### src/rtl/orientation_sequencer_pkg.sv
// Shared types and constants for the rover heading measurement sequencer.
package orientation_sequencer_pkg;

    localparam int R_W      = 8;
    localparam int THETA_W  = 4;
    localparam int ORIENT_W = 5;
    localparam int LOC_W    = THETA_W + R_W;
    localparam int CLK_HZ   = 27_000_000;

    typedef enum logic [2:0] {
        S_IDLE      = 3'd0,
        S_MEAS0     = 3'd1,
        S_MOVE      = 3'd2,
        S_SETTLE    = 3'd3,
        S_MEAS1     = 3'd4,
        S_CHECK     = 3'd5,
        S_CALC      = 3'd6,
        S_WAIT_MATH = 3'd7
    } state_t;

    typedef enum logic [1:0] {
        ERR_NONE         = 2'b00,
        ERR_MEAS_TIMEOUT = 2'b01,
        ERR_MATH_TIMEOUT = 2'b10,
        ERR_NO_MOVE      = 2'b11
    } err_code_t;

endpackage

### src/rtl/interval_timer.sv
// Loadable down-counter. Loading N raises expired during the N-th cycle after
// the load edge, so a state that waits on expired leaves exactly N edges later.
// A load value of 0 behaves like 1.
module interval_timer #(
    parameter int CNT_W = 25
) (
    input  logic             clock,
    input  logic             reset_n,
    input  logic             load,
    input  logic [CNT_W-1:0] load_value,
    output logic             expired
);

    logic [CNT_W-1:0] cnt_q;
    logic [CNT_W-1:0] cnt_d;

    // Next count: reload, else count down and park at zero.
    always_comb begin
        cnt_d = cnt_q;
        if (load) begin
            cnt_d = (load_value == '0) ? CNT_W'(1) : load_value;
        end else if (cnt_q != '0) begin
            cnt_d = cnt_q - CNT_W'(1);
        end
    end

    // Count register.
    always_ff @(posedge clock or negedge reset_n) begin
        if (!reset_n) begin
            cnt_q <= '0;
        end else begin
            cnt_q <= cnt_d;
        end
    end

    assign expired = (cnt_q == CNT_W'(1));

endmodule

### src/rtl/orientation_sequencer.sv
// Sequences one heading measurement: fix, drive forward, settle, second fix,
// then hand both fixes to orientation_math and latch its heading.
// Valid/ready note: there is no backpressure here. sweep_req and math_enable
// are single-cycle requests; loc_valid and math_done are single-cycle
// responses that are only accepted in the state waiting for them.
module orientation_sequencer
    import orientation_sequencer_pkg::*;
#(
    parameter int MOVE_CYCLES    = CLK_HZ / 2,
    parameter int SETTLE_CYCLES  = CLK_HZ / 4,
    parameter int TIMEOUT_CYCLES = CLK_HZ,
    parameter int CNT_W          = 25
) (
    input  logic                clock,
    input  logic                reset_n,
    input  logic                start,
    input  logic                abort,
    input  logic                loc_valid,
    input  logic [LOC_W-1:0]    loc_r_theta,
    output logic                sweep_req,
    output logic                move_fwd,
    output logic [LOC_W-1:0]    math_r_theta_original,
    output logic [LOC_W-1:0]    math_r_theta_final,
    output logic                math_enable,
    input  logic                math_done,
    input  logic [ORIENT_W-1:0] math_orientation,
    output logic                busy,
    output logic                done,
    output logic [ORIENT_W-1:0] orientation,
    output logic                orientation_valid,
    output logic                error,
    output logic [1:0]          error_code,
    output state_t              state_dbg
);

    state_t                state_q, state_d;
    logic                  sweep_req_q, sweep_req_d;
    logic                  move_fwd_q, move_fwd_d;
    logic                  math_enable_q, math_enable_d;
    logic                  done_q, done_d;
    logic [LOC_W-1:0]      orig_q, orig_d;
    logic [LOC_W-1:0]      final_q, final_d;
    logic [ORIENT_W-1:0]   orient_q, orient_d;
    logic                  orient_valid_q, orient_valid_d;
    logic                  error_q, error_d;
    err_code_t             err_code_q, err_code_d;

    logic                  tmr_load;
    logic [CNT_W-1:0]      tmr_value;
    logic                  tmr_expired;

    interval_timer #(.CNT_W(CNT_W)) u_timer (
        .clock      (clock),
        .reset_n    (reset_n),
        .load       (tmr_load),
        .load_value (tmr_value),
        .expired    (tmr_expired)
    );

    // Next-state and next-output logic; every output is registered, so the
    // pulse that belongs to a transition appears in the cycle after it.
    always_comb begin
        state_d        = state_q;
        sweep_req_d    = 1'b0;
        math_enable_d  = 1'b0;
        done_d         = 1'b0;
        move_fwd_d     = move_fwd_q;
        orig_d         = orig_q;
        final_d        = final_q;
        orient_d       = orient_q;
        orient_valid_d = orient_valid_q;
        error_d        = error_q;
        err_code_d     = err_code_q;
        tmr_load       = 1'b0;
        tmr_value      = '0;

        if (abort) begin
            // Cancel leaves results and error flags untouched.
            state_d    = S_IDLE;
            move_fwd_d = 1'b0;
        end else begin
            case (state_q)
                S_IDLE: begin
                    if (start) begin
                        state_d        = S_MEAS0;
                        error_d        = 1'b0;
                        err_code_d     = ERR_NONE;
                        orient_valid_d = 1'b0;
                        sweep_req_d    = 1'b1;
                        tmr_load       = 1'b1;
                        tmr_value      = CNT_W'(TIMEOUT_CYCLES);
                    end
                end
                S_MEAS0: begin
                    if (loc_valid) begin
                        orig_d     = loc_r_theta;
                        state_d    = S_MOVE;
                        move_fwd_d = 1'b1;
                        tmr_load   = 1'b1;
                        tmr_value  = CNT_W'(MOVE_CYCLES);
                    end else if (tmr_expired) begin
                        state_d    = S_IDLE;
                        error_d    = 1'b1;
                        err_code_d = ERR_MEAS_TIMEOUT;
                    end
                end
                S_MOVE: begin
                    if (tmr_expired) begin
                        state_d    = S_SETTLE;
                        move_fwd_d = 1'b0;
                        tmr_load   = 1'b1;
                        tmr_value  = CNT_W'(SETTLE_CYCLES);
                    end
                end
                S_SETTLE: begin
                    if (tmr_expired) begin
                        state_d     = S_MEAS1;
                        sweep_req_d = 1'b1;
                        tmr_load    = 1'b1;
                        tmr_value   = CNT_W'(TIMEOUT_CYCLES);
                    end
                end
                S_MEAS1: begin
                    if (loc_valid) begin
                        final_d = loc_r_theta;
                        state_d = S_CHECK;
                    end else if (tmr_expired) begin
                        state_d    = S_IDLE;
                        error_d    = 1'b1;
                        err_code_d = ERR_MEAS_TIMEOUT;
                    end
                end
                S_CHECK: begin
                    // Identical fixes mean the rover did not move; no heading exists.
                    if (final_q == orig_q) begin
                        state_d    = S_IDLE;
                        error_d    = 1'b1;
                        err_code_d = ERR_NO_MOVE;
                    end else begin
                        state_d = S_CALC;
                    end
                end
                S_CALC: begin
                    state_d       = S_WAIT_MATH;
                    math_enable_d = 1'b1;
                    tmr_load      = 1'b1;
                    tmr_value     = CNT_W'(TIMEOUT_CYCLES);
                end
                S_WAIT_MATH: begin
                    // A result arriving on the expiry cycle still counts.
                    if (math_done) begin
                        orient_d       = math_orientation;
                        orient_valid_d = 1'b1;
                        done_d         = 1'b1;
                        state_d        = S_IDLE;
                    end else if (tmr_expired) begin
                        state_d    = S_IDLE;
                        error_d    = 1'b1;
                        err_code_d = ERR_MATH_TIMEOUT;
                    end
                end
                default: begin
                    state_d    = S_IDLE;
                    move_fwd_d = 1'b0;
                end
            endcase
        end
    end

    // State and output registers; reset clears move_fwd without a clock edge.
    always_ff @(posedge clock or negedge reset_n) begin
        if (!reset_n) begin
            state_q        <= S_IDLE;
            sweep_req_q    <= 1'b0;
            move_fwd_q     <= 1'b0;
            math_enable_q  <= 1'b0;
            done_q         <= 1'b0;
            orig_q         <= '0;
            final_q        <= '0;
            orient_q       <= '0;
            orient_valid_q <= 1'b0;
            error_q        <= 1'b0;
            err_code_q     <= ERR_NONE;
        end else begin
            state_q        <= state_d;
            sweep_req_q    <= sweep_req_d;
            move_fwd_q     <= move_fwd_d;
            math_enable_q  <= math_enable_d;
            done_q         <= done_d;
            orig_q         <= orig_d;
            final_q        <= final_d;
            orient_q       <= orient_d;
            orient_valid_q <= orient_valid_d;
            error_q        <= error_d;
            err_code_q     <= err_code_d;
        end
    end

    assign sweep_req             = sweep_req_q;
    assign move_fwd              = move_fwd_q;
    assign math_enable           = math_enable_q;
    assign done                  = done_q;
    assign math_r_theta_original = orig_q;
    assign math_r_theta_final    = final_q;
    assign orientation           = orient_q;
    assign orientation_valid     = orient_valid_q;
    assign error                 = error_q;
    assign error_code            = err_code_q;
    assign busy                  = (state_q != S_IDLE);
    assign state_dbg             = state_q;

endmodule

### config.mk
export PLATFORM = sky130hd
export DESIGN_NAME = orientation_sequencer
export DESIGN_NICKNAME = d
export VERILOG_FILES = /design/src/rtl/orientation_sequencer_pkg.sv /design/src/rtl/interval_timer.sv /design/src/rtl/orientation_sequencer.sv
export SDC_FILE = /design/constraint.sdc
export NUM_CORES = 1
export LEC_CHECK = 0
export ABC_CLOCK_PERIOD_IN_PS = 2500
export BUFFER_PORTS_ARGS = -buffer_cell sky130_fd_sc_hd__buf_2
export CELL_PAD_IN_SITES_DETAIL_PLACEMENT = 2
export CELL_PAD_IN_SITES_GLOBAL_PLACEMENT = 2
export CORE_MARGIN = 3
export CORE_UTILIZATION = 35
export CTS_CLUSTER_DIAMETER = 120
export DETAILED_ROUTE_END_ITERATION = 8
export GPL_ROUTABILITY_DRIVEN = 0
export GPL_TIMING_DRIVEN = 0
export PLACE_DENSITY = 0.77
export SETUP_SLACK_MARGIN = 0.2
export SLEW_MARGIN = 20
export SYNTH_ARGS = -nofsm -noshare
export SYNTH_HDL_FRONTEND = slang
export SYNTH_SLANG_ARGS = --single-unit
export TNS_END_PERCENT = 30
### constraint.sdc
create_clock -name clock -period 2.5 [get_ports clock]
set_clock_uncertainty 0.05 [all_clocks]
set_input_delay 0.125 -clock clock [delete_from_list [all_inputs] [get_ports clock]]
set_output_delay 0.125 -clock clock [all_outputs]
set_load 0.03 [all_outputs]
---- Yosys cells after proc, flatten, opt, wreduce, memory -nomap -nowiden ----
Cells that the tools add are included.
word-level totals
  register bits after elaboration ......... 65
  output and inout bits ................... 41
  logic and storage cells ................. 102
cells by class
  $add $sub $neg .......................... 1
  eq/ne operators ......................... 20
  mux-type cells .......................... 50
  bitwise logic cells ..................... 1
  reduce and logical (&&, ||, !) cells .... 18
operators by type and width
  operator                                              count
  2-to-1 mux 25 bit                                     6
  case mux 25 bit (5 select lines)                      1
  2-to-1 mux 3 bit                                      9
  equality test 25 x 1 -> 1 bit, second input constant  1
  logical NOT 25 bit                                    1
  nonzero test 25 bit                                   1
  subtractor 25 x 1 -> 25 bit, second input constant    1
  2-to-1 mux 24 bit                                     1
  case mux 3 bit (8 select lines)                       1
  2-to-1 mux 23 bit                                     1
  2-to-1 mux 1 bit                                      19
  AND reduction 3 bit                                   5
  equality test 12 bit                                  1
  equality test 3 bit, second input constant            4
  2-to-1 mux 2 bit                                      6
  inequality test 2 bit, second input constant          6
  inequality test 3 bit, second input constant          4
  case mux 1 bit (4 select lines)                       2
  case mux 2 bit (4 select lines)                       1
  AND reduction 8 bit                                   1
  equality test 3 x 2 -> 1 bit, second input constant   2
  case mux 1 bit (2 select lines)                       3
  AND reduction 6 bit                                   1
  nonzero test 3 bit                                    2
  8 further kinds                                       10

---- Logic depth before layout (Yosys ltp) ----
Gate-level depths: netlist (run 1).
  word-level depth ........................ 7
  depth in mapped cells ................... 8

---- Cells and area by module ----
From an unflattened synthesis (run 1), not the netlist that was laid out.
second synthesis, totals
  cells, all modules ...................... 361
  area total of the unflattened synthesis .. 3606.0 sq um
modules (own cells, without submodules)
  module                 instances  cells each  area an instance (sq um)  seq. area each (sq um)
  orientation_sequencer  1          185         2015.7                    1001.0
  interval_timer         1          176         1590.3                    625.6

---- Least setup slack after synthesis (run 1) ----
Ideal clock, no wire load.
  kind .................................... register to register
  start ................................... reg state_q[0] (netlist: state_dbg[0])
  end ..................................... reg final_q[10] (netlist: math_r_theta_final[10])
  data arrival time ....................... 1.832 ns
  data required time ...................... 2.322 ns
  slack ................................... 0.491 ns
  cell stages (with the launch flop) ...... 7
  path buffers ............................ 3
  cell sequence ........................... dfrtp_1 > clkbuf_1 > clkbuf_1 > nor2_1 > nand3_1 > buf_2 > mux2_1
on the way
  longest elaborated chain between the ends .. 2
ends and longest elaborated chain
  element                        RTL line                      RTL
  from (decl)                    orientation_sequencer.sv:36   state_t state_q, state_d;
  from (signal assigned)         orientation_sequencer.sv:185  state_q <= state_d;
  equality test 3 bit            orientation_sequencer.sv:82   case (state_q)
  AND reduction 3 bit (no line)  -
  to (signal assigned)           orientation_sequencer.sv:191  final_q <= final_d;
  to (decl)                      orientation_sequencer.sv:42   logic [LOC_W-1:0] final_q, final_d;
No other way between the ends.
A chain may end at the register's enable or synchronous reset.

---- Worst setup path in the final report (run 1) ----
  start ................................... reg u_timer.cnt_q[0]
  end ..................................... reg u_timer.cnt_q[12]
on the way
  longest elaborated chain between the ends .. 7
  elaborated cells on any way between the ends .. 15
  classes of those cells .................. 1 x add/sub; 1 x eq/ne; 10 x mux; 3 x reduce/logical
ends and longest elaborated chain
  element                                                        RTL line                                                    RTL
  from (decl)                                                    interval_timer.sv:14                                        logic [CNT_W-1:0] cnt_q;
  from (signal assigned)                                         interval_timer.sv:32                                        cnt_q <= cnt_d;
  equality test 25 x 1 -> 1 bit                                  interval_timer.sv:36                                        assign expired = (cnt_q == CNT_W'(1));
  2-to-1 mux 23 bit / 2-to-1 mux 25 bit (equally long branches)  orientation_sequencer.sv:108, orientation_sequencer.sv:116
  case mux 25 bit (5 select lines)                               orientation_sequencer.sv:82
  2-to-1 mux 25 bit                                              orientation_sequencer.sv:77                                 if (abort) begin
  logical NOT 25 bit                                             interval_timer.sv:21                                        cnt_d = (load_value == '0) ? CNT_W'(1) : load_value;
  2-to-1 mux 25 bit                                              interval_timer.sv:21
  2-to-1 mux 25 bit                                              interval_timer.sv:20                                        if (load) begin
Several ways; a longest one is shown, not always the timed one. The select of a mux whose other input is x is not followed.

==> results.cfg, run 1 <==
[grt]
grt_pass1_vias = 3324
antenna_found_initial = 0
grt_usage_pct = 21.13
overflow = 0
grt_pass1_wl_um = 18170
grt_max_degree = 52

[setup_path]
worst_ep_arrival_time_ns = 2.38
crit_required_ns = 2.66
cpLargestDelayFamily = simple AND/OR/NAND/NOR gates
critPathSlowestCell = nor4_1
cp-start-kind = flop
critPathCaptureType = flop
criticalPathCategory = flop to flop
cp.buffers_inverters = 1
critPathMaxStageDelay_ns = 0.54
crit_fanout = 6
critical_path.cell_chain = inv_1 > ha_1 > nand2b_1 > nor4_1 > nand2_1 > nor2_1 > xnor2_1 > o21ai_1

[detailed_routing]
via_per_inst = 5.143
vias = 2875
routed_wl_um = 11230
post_drt_wl_per_cell_um = 20.09
final_antenna_net_count = 0
first_iter_violations = 65
drt-pass1-iter-count = 4
drc = 0

[yosys]
synth_area_per_cell_um2 = 10.44
ys.flop_type = dfrtp_1
async_flop_share_pct = 100.0
ys_seq_elements = 65
yosys.area.top_type = dfrtp_1
synth-edff-count = 0
syn-num-nets = 352
synth.top_cell.area_share_pct = 47.81
ys_types = 50
syn_inst = 326
yosysWarnings = 0
synth_area_um2 = 3402
synth_area_leaders = dfrtp_1 (48%), mux2_1 (6.6%), xor2_1 (5.7%)
seq_area_frac_synth_pct = 47.81

[clock_tree]
cts_buffers = 9
cts.clk_slew.worst_paths_ns = 0.09
clkSinkCount = 65
htreeDepth = 3
cts_tree = done
insertion_delay_ns = 0.35
root_buffer = clkbuf_8
cts.path.max_buffers = 2

[floorplanning]
core_um2 = 9328
die_w_um = 104.6
ios = 64
die_area_um2 = 10940
start_util_pct = 36.47
num_rows = 35
chipHeight_um = 104.6

[cells_and_area]
seq_area_um2 = 1628
diodes = 0
fin_nets = 451
n_fill_cell = 1003
layout_commonest_cell = buf_2
final_area_um2 = 4385
layout_common_cells = buf_2 (65), dfrtp_1 (64), nor2_1 (32), xor2_1 (22)
drive_above_1_share_pct = 28.60
area.growth.synth_to_final_pct = 28.91
multi_input_area_um2 = 1777
fin_cells = 559

[placement]
port-buffer-count = 62
pre_cts_ws_ns = 0.1043
dpl.hpwl_um = 7490
post_dp_cell_area_um2 = 3904
dpl.cell_count = 518

[run]
maxCapViolations = 0

[sta]
setup_ws_ns = 0.2873
timing.final.crit_share_pct = 88.51
setup_viol = 0
rsz0062_at_grt = true
slew_viol_final = 0
final.setup.tns_ns = 0
worstMarginPinSlew_ns = 0.6184
max_freq_mhz = 451.9
holdWs_ns = 0.1126
slew_headroom_pct = 58.39
hold_viol_final = 0
period_needed_ns = 2.213

[status]
status = complete, no violations

[pwr]
power.density_nw_per_um2 = 978.0
ir_drop_uv = 464.4
leakage_nw = 2.054

[hold_path]
hp-class = input port to flop
-- worst reg2reg max path: cells and delay by family (launching register included) --
family                   cells  cell delay [ns]
adder cells (fa/ha/maj)      1             0.18
AND/OR/NAND/NOR              4             1.10
buffers and inverters        1             0.12
AO/OA/AOI/OAI                1             0.08
XOR/XNOR                     1             0.13
flip-flops                   1             0.43
-- area by class of cell --
class | instances | area share [%]
clock inverters | 7 | 1.084
repair buffers | 88 | 13.07
well taps | 129 | 3.680
flip-flops and latches | 65 | 37.12
plain buffers | 12 | 1.198
inverters | 6 | 0.5136
multi-input cells | 243 | 40.51
clock buffers | 9 | 2.825
-- per-stage QoR --
stage,util [%],total power (W)
6_report,47.02,0.004289
2_1_floorplan,-,0.002792
5_1_grt,47.02,0.004607
4_1_cts,45.94,0.004230
3_5_place_dp,41.85,0.003350
3_3_place_gp,41.53,0.003255
-- flip-flops by register name (all words and copies together), names as in the netlist --
name                   flops
math_r_theta_original     12
math_r_theta_final        12
u_timer.cnt_q             25
error_code                 2
orientation_valid          1
math_enable                1
state_dbg                  3
done                       1
sweep_req                  1
move_fwd                   1
error                      1
orientation                5
-- timing repair --
item,CTS,global route
setup buffers,2,5
pin swaps,1,4
endpoints found under the setup margin,21,44
resized for setup,4,17
hold buffers,18,0
hold endpoints to repair,94,0
-- power by group --
group	switching (W)	internal, W	leakage [nW]
combinational	0.00111	0.000641	1.16
clock	0.000468	0.000358	0.0850
sequential	0.000359	0.00135	0.807
-- synth_stat cells (2+ instances only) --
| master | n |
|---|---|
| a21oi_1 | 12 |
| mux2i_1 | 2 |
| o21a_1 | 2 |
| o21ai_1 | 17 |
| ha_1 | 3 |
| a21o_1 | 2 |
| mux2_1 | 20 |
| buf_2 | 3 |
| nand3_1 | 7 |
| nor4_2 | 2 |
| nand3b_1 | 2 |
| nor3_4 | 2 |
| nor2_1 | 33 |
| nor3_2 | 2 |
| or4_4 | 2 |
| or3_1 | 7 |
| nand2b_1 | 6 |
| nor4_1 | 8 |
| clkbuf_1 | 8 |
| a211oi_1 | 2 |
| o21bai_1 | 3 |
| o21ai_0 | 2 |
| xor2_1 | 22 |
| nand4_1 | 2 |
| a21boi_1 | 3 |
| a31oi_1 | 3 |
| nor3_1 | 13 |
| xnor2_1 | 12 |
| o211ai_1 | 2 |
| dfrtp_1 | 65 |
| nor2b_1 | 3 |
| inv_1 | 5 |
| mux2_2 | 10 |
| nor3b_1 | 2 |
| nand2_1 | 22 |
-- kinds of logic after synthesis --
group           synth area share [%]
compound gates                 10.37
fa+ha+maj                      1.103
xor+xnor                       8.753
flops                          47.81
buf+inv                        2.096
mux                            10.52
simple gates                   19.35
-- path summary, 6_finish.rpt --
kind,start,endpoint,slack (ns),cells after the start
min in group asynchronous,reset_n,u_timer.cnt_q[13]$_DFFE_PN0P_,0.14,2
max in group asynchronous,reset_n,orientation[4]$_DFFE_PN0P_,1.70,3
max,u_timer.cnt_q[0]$_DFFE_PN0P_,u_timer.cnt_q[12]$_DFFE_PN0P_,0.29,8
min reg2reg,orientation[1]$_DFFE_PN0P_,orientation[1]$_DFFE_PN0P_,0.45,1
max reg2reg,u_timer.cnt_q[0]$_DFFE_PN0P_,u_timer.cnt_q[12]$_DFFE_PN0P_,0.29,8
min,abort,math_enable$_DFF_PN0_,0.11,3
-- routing by layer --
metal	track usage [%]	vias to the layer above	share of wire, %
met5	0	-	0
met4	4.311	0	0.61
met3	5.621	6	4.3
met2	37.27	49	52
met1	26.04	1472	43
li1	-	1348	-
Note: power is estimated with default switching activity, not from simulation.
==> run 2, diff against run 1 <==
- CORE_UTILIZATION: 35 -> 25
- HOLD_SLACK_MARGIN: default -> 0.06
- PLACE_DENSITY: 0.77 -> 0.58
- SKIP_LAST_GASP: default -> 1
==> run 2 against run 1 <==
Net effect: total power increased by 7.7%; combinational power fell by 2%; count of clock-buffer cells in the layout up 1; register-to-register slack worse by 0.04 ns; sequential share of layout area is 0.97 points lower; global-route usage is 5.8 points lower; critical endpoint is now state_dbg[0]$_DFFE_PN0P_; largest cell class unchanged; largest power group unchanged.
==> results.cfg, run 2 (synthesis results as in run 1) <==
[sta]
slew_headroom_pct = 56.74
period_needed_ns = 2.254
slew_viol_final = 0
worstMarginPinSlew_ns = 0.6489
final.setup.tns_ns = 0
max_freq_mhz = 443.6
holdWs_ns = 0.1419
rsz0062_at_grt = true
timing.final.crit_share_pct = 90.18
setup_viol = 0
hold_viol_final = 0

[clock_tree]
clkSinkCount = 65
cts_buffers = 9
cts.clk_slew.worst_paths_ns = 0.06
cts.path.max_buffers = 2
cts_tree = done
htreeDepth = 3
insertion_delay_ns = 0.34
root_buffer = clkbuf_16

[pwr]
ir_drop_uv = 494.6
leakage_nw = 2.090
power.density_nw_per_um2 = 1027
switching_share_pct = 41.80
pwr-share-comb_pct = 37.0
seqPwrFrac_pct = 36.9
p_sw_w = 0.001931
p_int_w = 0.002690
clkPwrFrac_pct = 26.1

[cells_and_area]
seq_area_um2 = 1627
largest_reg_flops = 25
layout_common_cells = dfrtp_1 (65), buf_2 (64), nor2_1 (32), xor2_1 (22)
area.growth.synth_to_final_pct = 32.25
n_fill_cell = 1454
layout_commonest_cell = dfrtp_1
multi_input_area_um2 = 1758
diodes = 0
fin_nets = 447
regMostFlops = u_timer.cnt_q
fin_util_pct = 34.67
drive_above_1_share_pct = 27.46
final_area_um2 = 4499

[run]
maxCapViolations = 0

[detailed_routing]
drc = 0
post_drt_wl_per_cell_um = 17.93
via_per_inst = 4.716
drt-pass1-iter-count = 4
vias = 2820
routed_wl_um = 10720
final_antenna_net_count = 0
first_iter_violations = 100

[grt]
grt_pass1_vias = 3109
grt_usage_pct = 15.29
grt_max_degree = 47
antenna_found_initial = 0
overflow = 0
grt_pass1_wl_um = 17460

[setup_path]
crit_required_ns = 2.68
critPathSlowestCell = or4_4
critPathCaptureType = flop
criticalPathCategory = flop to flop
cp-start-kind = flop
critical_path.cell_chain = nor3_4 > nand3_4 > or4_4 > a21oi_1 > a2111oi_0 > mux2_2
crit_fanout = 8
worst_ep_arrival_time_ns = 2.43
critPathMaxStageDelay_ns = 0.62

[placement]
dpl.hpwl_um = 7691
port-buffer-count = 62
post_dp_cell_area_um2 = 3958

[hold_path]
hp-class = input port to flop

[floorplanning]
die_area_um2 = 15040
chipHeight_um = 122.7
num_rows = 41
ios = 64
start_util_pct = 26.21
core_um2 = 12980
die_w_um = 122.7

[status]
status = complete, no violations
==> run 2: routing by layer <==
metal / track usage (%) / wire length [um] / share of wire (%) / up-vias
li1: - / - / - / 1347
met1: 20.63 / 5055 / 47 / 1413
met2: 23.57 / 4989 / 47 / 48
met3: 4.839 / 534 / 5.0 / 12
met4: 4.409 / 141 / 1.3 / 0
met5: 0 / 0 / 0 / -
==> run 2: what timing repair did <==
action	in CTS	in global routing
pin swaps	1	1
endpoints found under the hold margin	94	0
gates cloned	0	0
buffers inserted	3	0
hold buffers	18	0
resized for setup	2	14
endpoints found under the setup margin	39	53
==> run 2: area by class of cell <==
cell class | instances | share of cell area, %
well taps | 172 | 4.783
inverters | 6 | 0.5006
plain buffers | 12 | 1.168
repair buffers | 84 | 12.07
flip-flops and latches | 65 | 36.15
clock inverters | 6 | 0.9455
multi-input cells | 243 | 39.07
clock buffers | 10 | 5.311
==> run 2: power groups by stage <==
stage	clock, W	combinational [W]	sequential (W)
6_report	0.00121	0.00171	0.00170
3_3_place_gp	0	0.00163	0.00167
5_1_grt	0.00129	0.00190	0.00176
2_1_floorplan	0	0.000842	0.00195
3_5_place_dp	0	0.00167	0.00169
4_1_cts	0.00125	0.00171	0.00168
==> run 2: path summary, 6_finish.rpt <==
| kind | from | end | slack [ns] | cells after the start |
|---|---|---|---|---|
| worst min-delay path | abort | math_enable$_DFF_PN0_ | 0.14 | 3 |
| min in group asynchronous | reset_n | orientation[4]$_DFFE_PN0P_ | 0.17 | 2 |
| max in group asynchronous | reset_n | math_r_theta_final[5]$_DFFE_PN0P_ | 1.69 | 3 |
| worst min register to register | error_code[1]$_DFFE_PN0P_ | error_code[1]$_DFFE_PN0P_ | 0.44 | 1 |
| worst max register to register | u_timer.cnt_q[11]$_DFFE_PN0P_ | state_dbg[0]$_DFFE_PN0P_ | 0.25 | 6 |
| worst max-delay path | u_timer.cnt_q[11]$_DFFE_PN0P_ | state_dbg[0]$_DFFE_PN0P_ | 0.25 | 6 |
==> run 2: stage by stage <==
stage / std cells / setup slack, ns / total power, W
final: 598 / 0.2455 / 0.004621
after global routing: 598 / 0.1198 / 0.004952
after CTS: 598 / 0.1466 / 0.004633
after detailed placement: 561 / 0.06579 / 0.003357
after global placement: 560 / 0.04393 / 0.003300
after floorplan: 326 / 0.4907 / 0.002792
==> run 2: critical path: cells and delay by family (launching register included) <==
family	cells	cell delay, ns
compound gates	2	0.23
mux	1	0.29
simple gates	3	1.12
flops	1	0.45
==> run 3, diff against run 2 <==
- BUFFER_PORTS_ARGS: -buffer_cell sky130_fd_sc_hd__buf_2 -> default
- DONT_BUFFER_PORTS: default -> 1
- PLACE_DENSITY: 0.58 -> 0.52
==> run 3 against run 2 <==
Net effect: cell area is 4.5% lower; setup slack got worse by 0.0025 ns; maximum frequency is 0.11% lower; sequential share of layout area grew 1.8 points; register-to-register slack is essentially flat; total power is 2.4% lower; count of clock-buffer cells in the layout down 1; largest power group is now registers.
==> results.cfg, run 3 (synthesis results as in run 1) <==
[clock_tree]
root_buffer = clkbuf_16
cts.path.max_buffers = 2
insertion_delay_ns = 0.34
cts_tree = done
cts_buffers = 9
clkSinkCount = 65
cts.clk_slew.worst_paths_ns = 0.06
htreeDepth = 3

[placement]
port-buffer-count = 0
dpl.hpwl_um = 7242
dpl.cell_count = 498

[cells_and_area]
area.growth.synth_to_final_pct = 26.30
drive_above_1_share_pct = 18.21
fin_cells = 540
fin_nets = 390
regMostFlops = u_timer.cnt_q
layout_common_cells = dfrtp_1 (62), nor2_1 (32), xor2_1 (22), dlygate4sd3_1 (21)
largest_reg_flops = 25
diodes = 0
layout_commonest_cell = dfrtp_1

[sta]
holdWs_ns = 0.1018
final.setup.tns_ns = 0
timing.final.crit_share_pct = 90.28
rsz0062_at_grt = true
setup_viol = 0
slew_viol_final = 0
max_freq_mhz = 443.1
hold_viol_final = 0
worstMarginPinSlew_ns = 0.5998
slew_headroom_pct = 59.71
period_needed_ns = 2.257

[detailed_routing]
routed_wl_um = 10350
vias = 2620
final_antenna_net_count = 0
post_drt_wl_per_cell_um = 19.17
via_per_inst = 4.852
drt-pass1-iter-count = 4
drc = 0
first_iter_violations = 87

[hold_path]
hp-class = input port to flop

[setup_path]
worst_ep_arrival_time_ns = 2.43
crit_fanout = 8
cp.buffers_inverters = 0
critical_path.cell_chain = nor3_4 > nand3_4 > or4_4 > a21oi_1 > a2111oi_0 > mux2_2
critPathSlowestCell = or4_4
crit_required_ns = 2.68
critPathCaptureType = flop
criticalPathCategory = flop to flop
cp-start-kind = flop
cpLargestDelayFamily = simple AND/OR/NAND/NOR gates
critPathMaxStageDelay_ns = 0.61

[floorplanning]
num_rows = 41
ios = 64
chipHeight_um = 122.7
core_um2 = 12980
start_util_pct = 26.21
die_area_um2 = 15040
die_w_um = 122.7

[grt]
antenna_found_initial = 0
grt_pass1_wl_um = 16810
grt_pass1_vias = 2924
grt_max_degree = 66
grt_usage_pct = 14.92
overflow = 0

[pwr]
power.density_nw_per_um2 = 1049
power_w = 0.004508
ir_drop_uv = 352.6
leakage_nw = 1.844

[status]
status = complete, no violations

[run]
maxCapViolations = 0
run 3: cell count changes in the layout (fill, tap and decap cells not counted), moves of 2 or more:
cell,change
buf_4,+2
clkbuf_2,+2
clkbuf_1,-2
clkinv_4,+3
dfrtp_1,-3
dfrtp_2,+3
clkinvlp_4,-2
buf_2,-61
dlygate4sd3_1,+3
run 3: repair_timing:
| item | 4_1_cts | 5_1_grt |
|---|---|---|
| gates resized for setup | 9 | 20 |
| hold buffers | 22 | 0 |
| gates cloned | 0 | 0 |
| setup endpoints to repair | 53 | 48 |
| pin swaps | 0 | 4 |
| buffers inserted | 0 | 5 |
| hold endpoints to repair | 99 | 0 |
run 3: power by group:
| part | internal, W | leakage, nW | total (W) | switching [W] |
|---|---|---|---|---|
| clock | 0.000771 | 0.145 | 0.00127 | 0.000495 |
| sequential | 0.00135 | 0.805 | 0.00206 | 0.000710 |
| combinational | 0.000515 | 0.893 | 0.00118 | 0.000667 |
run 3: tightest hold or removal path, cell delays in order:
cell	delay [ns]
nor3b_2	0.16
nor2_1	0.11
nor2_1	0.06
run 3: stage by stage:
| stage | worst slack [ns] | util, % | instance area [um2] |
|---|---|---|---|
| 6_report | 0.2431 | 33.11 | 4297 |
| 5_1_grt | 0.1250 | 33.11 | 4297 |
| 4_1_cts | -0.009238 | 32.09 | 4165 |
| 2_1_floorplan | 0.4907 | - | 3402 |
| 3_5_place_dp | -0.1683 | 27.87 | 3617 |
| 3_3_place_gp | -0.1279 | 27.87 | 3617 |
run 3: path summary, 6_finish.rpt:
kind                                                from                             to  slack [ns]  cells after the start
setup / recovery           u_timer.cnt_q[13]$_DFFE_PN0P_       state_dbg[0]$_DFFE_PN0P_        0.24                      6
hold reg to reg            u_timer.cnt_q[24]$_DFFE_PN0P_  u_timer.cnt_q[24]$_DFFE_PN0P_        0.53                      2
hold / removal                                 math_done  orientation_valid$_DFFE_PN0P_        0.10                      3
min in group asynchronous                        reset_n  u_timer.cnt_q[23]$_DFFE_PN0P_        0.31                      2
setup reg to reg           u_timer.cnt_q[13]$_DFFE_PN0P_       state_dbg[0]$_DFFE_PN0P_        0.24                      6
max in group asynchronous                        reset_n       state_dbg[1]$_DFFE_PN0P_        1.80                      2
run 3: layout make-up:
| type | count | area, um2 |
|---|---|---|
| Buffer | 12 | 58.81 |
| Clock buffer | 9 | 225.2 |
| Clock inverter | 6 | 70.07 |
| Fill cell | 1422 | 8682 |
| Inverter | 6 | 22.52 |
| Multi-Input combinational cell | 243 | 1799 |
| Sequential cell | 65 | 1630 |
| Tap cell | 172 | 215.2 |
| Timing Repair Buffer | 27 | 275.3 |
run 3: metal layers:
metal | part of all wire (%) | vias to the layer above | wire length, um | global-route usage, %
met1 | 47 | 1329 | 4897 | 20.24
li1 | - | 1228 | - | -
met5 | 0 | - | 0 | 0
met4 | 1.4 | 0 | 142 | 5.668
met2 | 46 | 55 | 4723 | 22.16
met3 | 5.7 | 8 | 590 | 4.793
